**src/rtl/hazard_stall_ctrl.sv**
```systemverilog
// Load-use hazard / stall controller beside the ID stage: multi-cycle load bubbles,
// memory-wait freeze, taken-branch flush, and saturating stall/flush counters.
//
// state | meaning
// IDLE  | no bubble in progress; hz evaluated every cycle
// STALL | inserting the remaining bubbles of a load-use hazard
module hazard_stall_ctrl #(
   parameter int REG_ADDR_W = 3,
   parameter int LOAD_LAT   = 2,
   parameter int CNT_W      = 16
) (
   input  logic                  clk,
   input  logic                  rst,
   input  logic [REG_ADDR_W-1:0] id_rs,
   input  logic [REG_ADDR_W-1:0] id_rt,
   input  logic                  id_uses_rt,
   input  logic [REG_ADDR_W-1:0] ex_rt,
   input  logic                  ex_mem_read,
   input  logic                  mem_busy,
   input  logic                  branch_taken,
   output logic                  pc_write,
   output logic                  ifid_write,
   output logic                  haz_mux_con,
   output logic                  pipe_hold,
   output logic                  ifid_flush,
   output logic                  idex_flush,
   output logic [CNT_W-1:0]      stall_cycles,
   output logic [CNT_W-1:0]      flush_events
);

   typedef enum logic [1:0] {
      IDLE  = 2'b00,
      STALL = 2'b01
   } state_t;

   localparam logic [3:0]       REM_INIT = 4'(LOAD_LAT - 1);
   localparam logic [CNT_W-1:0] CNT_ONE  = CNT_W'(1);

   state_t     state, state_nxt;
   logic [3:0] rem, rem_nxt;
   logic       hz;
   logic       stall_inc, flush_inc;

   assign hz = ex_mem_read & ((ex_rt == id_rs) | (id_uses_rt & (ex_rt == id_rt)));

   always_ff @(posedge clk or posedge rst) begin
      if (rst) begin
         state        <= IDLE;
         rem          <= 4'd0;
         stall_cycles <= '0;
         flush_events <= '0;
      end else begin
         state <= state_nxt;
         rem   <= rem_nxt;
         if (stall_inc && (stall_cycles != '1))
            stall_cycles <= stall_cycles + CNT_ONE;
         if (flush_inc && (flush_events != '1))
            flush_events <= flush_events + CNT_ONE;
      end
   end

   always_comb begin
      pc_write    = 1'b1;
      ifid_write  = 1'b1;
      haz_mux_con = 1'b1;
      pipe_hold   = 1'b0;
      ifid_flush  = 1'b0;
      idex_flush  = 1'b0;
      state_nxt   = state;
      rem_nxt     = rem;
      stall_inc   = 1'b0;
      flush_inc   = 1'b0;

      if (mem_busy) begin
         // full freeze; anything else this cycle is re-presented later
         pc_write   = 1'b0;
         ifid_write = 1'b0;
         pipe_hold  = 1'b1;
      end else if (branch_taken) begin
         ifid_flush = 1'b1;
         idex_flush = 1'b1;
         flush_inc  = 1'b1;
         state_nxt  = IDLE;
         rem_nxt    = 4'd0;
      end else begin
         case (state)
            IDLE: begin
               if (hz) begin
                  pc_write    = 1'b0;
                  ifid_write  = 1'b0;
                  haz_mux_con = 1'b0;
                  stall_inc   = 1'b1;
                  if (LOAD_LAT > 1) begin
                     state_nxt = STALL;
                     rem_nxt   = REM_INIT;
                  end
               end
            end
            STALL: begin
               pc_write    = 1'b0;
               ifid_write  = 1'b0;
               haz_mux_con = 1'b0;
               stall_inc   = 1'b1;
               rem_nxt     = rem - 4'd1;
               if (rem <= 4'd1) begin
                  state_nxt = IDLE;
                  rem_nxt   = 4'd0;
               end
            end
            default: begin
               state_nxt = IDLE;
               rem_nxt   = 4'd0;
            end
         endcase
      end

      // reset overrides the Mealy outputs even though inputs may still show a hazard
      if (rst) begin
         pc_write    = 1'b1;
         ifid_write  = 1'b1;
         haz_mux_con = 1'b1;
         pipe_hold   = 1'b0;
         ifid_flush  = 1'b0;
         idex_flush  = 1'b0;
      end
   end

endmodule
```
**config.mk**
```make
export PLATFORM = sky130hd
export DESIGN_NAME = hazard_stall_ctrl
export DESIGN_NICKNAME = d
export VERILOG_FILES = /design/src/rtl/hazard_stall_ctrl.sv
export SDC_FILE = /design/constraint.sdc
export NUM_CORES = 1
export LEC_CHECK = 0
export ABC_CLOCK_PERIOD_IN_PS = 2100
export BUFFER_PORTS_ARGS = -buffer_cell sky130_fd_sc_hd__buf_2
export CAP_MARGIN = 10
export CELL_PAD_IN_SITES_DETAIL_PLACEMENT = 1
export CELL_PAD_IN_SITES_GLOBAL_PLACEMENT = 2
export CORE_ASPECT_RATIO = 0.7
export CORE_MARGIN = 3
export CORE_UTILIZATION = 32
export CTS_CLUSTER_DIAMETER = 200
export CTS_CLUSTER_SIZE = 28
export DETAILED_ROUTE_END_ITERATION = 8
export PLACE_DENSITY = 0.89
export SLEW_MARGIN = 20
export SYNTH_ARGS = -nofsm -noshare
export SYNTH_HDL_FRONTEND = slang
export SYNTH_SLANG_ARGS = --single-unit
export TNS_END_PERCENT = 50
```
**constraint.sdc**
```tcl
create_clock -name clk -period 2.1 [get_ports clk]
set_clock_uncertainty 0.2 [all_clocks]
set_input_delay 0.105 -clock clk [delete_from_list [all_inputs] [get_ports clk]]
set_output_delay 0.105 -clock clk [all_outputs]
set_load 0.05 [all_outputs]
```
==> summary.md <==
| Metric | Value |
|---|---|
| Die area | 0.00720 mm2 |
| Worst-margin pin slew | 0.463 ns |
| Commonest non-fill, non-tap cells in the layout | buf_2 (52), dfrtp_1 (27), xnor2_1 (24), nand4_1 (16), nand2_1 (16) |
| Routability congestion estimate | 0.757 |
| Clock tree from TritonCTS | yes |
| Startpoint of the worst register-to-register path | flush_events[0] |
| Worst hold endpoint | state[0] |
| Clock period minus worst slack | 1.97 ns |
| Worst hold stages | 4 |
| CTS Sinks | 37 |
| Gate Count Post-Synth | 197 |
| R2r setup slk | 0.16 ns |
| Status | finished, final reports clean |
| PD cells | 981 mW/mm2 |
| Logic pwr share | 0.398 |
| Crit Reg-Reg Endpoint | flush_events[11] |
| Vias | 1714 |
| Final Cycle Share | 0.938 |
| RSZ-0062 raised after global routing | false |
| Cts bufs inserted | 5 |
| Clk pin slew, worst setup/hold paths | 0.07 ns |
| Synthesis-to-layout area growth | 27.6% |
| Dominant cells by area after synthesis | dfrtp_1 (47%), xnor2_1 (11%), nand4_1 (5.0%), xor2_1 (3.5%), and3_1 (3.2%) |
| Crit Path Category | input port to output port |
| Yosys cell types | 37 |
| Leakage | 0.00120 uW |
| Switching share of power | 0.444 |
| Mapped cell area | 0.00198 mm2 |
| WL final | 5.09 mm |
| WL/cell | 15.0 um |
| Root Buffer | clkbuf_8 |
| Worst-case reg-to-reg path depth | 5 |
| Core region area | 0.00587 mm2 |
| Critical Path RT | 1.79 ns |
| Largest net degree at the start of global routing | 37 |
| Grt total ovfl | 0 |
| Avg Inst Size Synth | 10.1 um2 |
| Worst vdd ir | 0.337 mV |
| DRC violation count after routing | 0 |
| Setup WS post-layout | 0.129 ns |
| Final nets | 283 |
| Seq pwr share | 0.407 |
| H-tree depth | 2 |
| Fraction of final layout cells sized beyond drive strength 1 | 0.358 |
| Chip height | 71.9 um |
| Die span in x | 100 um |
| Sequential fraction of the synthesis area | 0.467 |
| Relative slew slack | 0.691 |
| Endpoints failing setup | 0 |
| Max-cap viol count | 0 |
| Share of total power in the clock network | 0.196 |
| Row cnt | 23 |
| Ant. Diodes | 0 |
| Top Ports | 53 |
| Worst-path fanout max | 13 |
| Post-CTS setup buffer count | 0 |
| Fin. Hold Viols | 0 |
| Top cell type's share of synthesized area | 0.467 |
| Fmax | 507 MHz |
| Initial drt markers | 65 |
| Final cell count without fillers | 340 |
| Worst Path Arrival | 1.67 ns |
| Placed instance count | 330 |
| Starting Density | 0.338 |
| Internal cell power | 1380 uW |
| Syn_nets | 216 |
| CP Capture Type | output port |
| Antenna violations before repair | 0 |
| Global-route wire length before repair | 8.81 mm |
| Slew Limit Fails | 0 |
| Hold path start | branch_taken |
| Switching pwr | 1100 uW |
| 1st-pass router iterations | 4 |
| Synthesis Warnings | 0 |
| Clock Latency Late Sink | 0.29 ns |
| Synth area leader | dfrtp_1 |
| Yosys reg bits | 37 |
| Final core utilization | 0.431 |
| Final HPWL DP | 3.88 mm |
| DP Worst Slack | 0.0580 ns |
| Routed Antenna Nets | 0 |
| Gr usage total | 0.155 |
| Vias per inst | 5.04 |
| Type of origin of the critical path | input port |
| Commonest non-fill, non-tap cell in the layout | buf_2 |
| Port-buffer cells | 52 |
| Max clock buf depth | 2 |
| Vias in the first global route | 1782 |
| Worst Hold Class | input port to flip-flop |
Yosys cell counts, drive strengths merged:
master and number:
a2111oi 1, a21oi 7, nor3 7, nand2 16, nand3 11, nand2b 2
and4 1, a31oi 2, a41oi 1, a31o 1, clkbuf 1, and3 10
mux2 4, dfrtp 37, o31ai 1, xnor2 24, nand4 17, or3 2
nor3b 1, o21ai 3, nand3b 2, nor2 15, and2 1, xor2 8
ha 4, buf 4, or4 2, a211oi 1, nand4b 1, inv 7
nor2b 3
sequential cells by signal, indices dropped and copies added, names as in the netlist:
name / count
state: 1
flush_events: 16
stall_cycles: 16
rem: 4
critical path: stages:
cell	delay, ns
dlygate4sd3_1	0.53
buf_2	0.12
buf_4	0.16
nor2_1	0.13
buf_4	0.21
nand3_1	0.15
buf_2	0.25
layout make-up:
cell class	count	area [um2]
Fill cell	709	3340
Sequential cell	37	938
Tap cell	75	93.8
Clock buffer	6	72.6
Multi-Input combinational cell	148	1020
Clock inverter	2	10.0
Inverter	7	30.0
Timing Repair Buffer	65	363
power by group through the flow:
stage               sequential (uW)  clock (uW)  combinational [uW]
detailed placement             1020           0                 991
floorplan                      1320           0                 413
global route                   1040         536                1080
CTS                            1010         506                 999
finish                         1010         486                 987
global placement               1010           0                 974
what timing repair did:
item,4_1_cts,5_1_grt
setup endpoints to repair,0,4
hold endpoints to repair,38,0
gates resized for setup,0,2
hold buffers,2,0
through the flow:
| stage | total power (uW) | hold WS (ns) | TNS (ns) | cell area [um2] |
|---|---|---|---|---|
| after floorplan | 1730 | -0.128 | -0.0508 | 2010 |
| after global placement | 1990 | -0.183 | 0 | 2410 |
| after detailed placement | 2010 | -0.184 | 0 | 2410 |
| after CTS | 2520 | 0.0361 | 0 | 2510 |
| after global routing | 2650 | 0.0768 | 0 | 2530 |
| final | 2480 | 0.0460 | 0 | 2530 |
worst max-delay path by stage:
stage,startpoint,to,slack [ns]
after floorplan,flush_events[8],flush_events[7],-0.03
after global placement,flush_events[0],flush_events[11],0.14
after detailed placement,flush_events[0],flush_events[11],0.06
after CTS,flush_events[0],flush_events[11],0.04
after global routing,flush_events[0],flush_events[7],0.03
final,mem_busy,haz_mux_con,0.13
metal layers:
metal	global-route usage	vias to the layer above	wire length, um
met5	0	-	0
met4	0.0523	0	81
met3	0.0467	10	274
met2	0.228	43	2180
met1	0.218	829	2560
li1	-	832	-
kinds of logic after synthesis:
logic type                 share of synthesized area
AOI/OAI and AO/OA                             0.0574
xor gates and xnor gates                       0.141
adders and majority gates                     0.0252
buffers and inverters                         0.0290
DFF                                            0.467
muxes                                         0.0227
and+or+nand+nor                                0.258
Note: power is estimated with default switching activity, not from simulation.
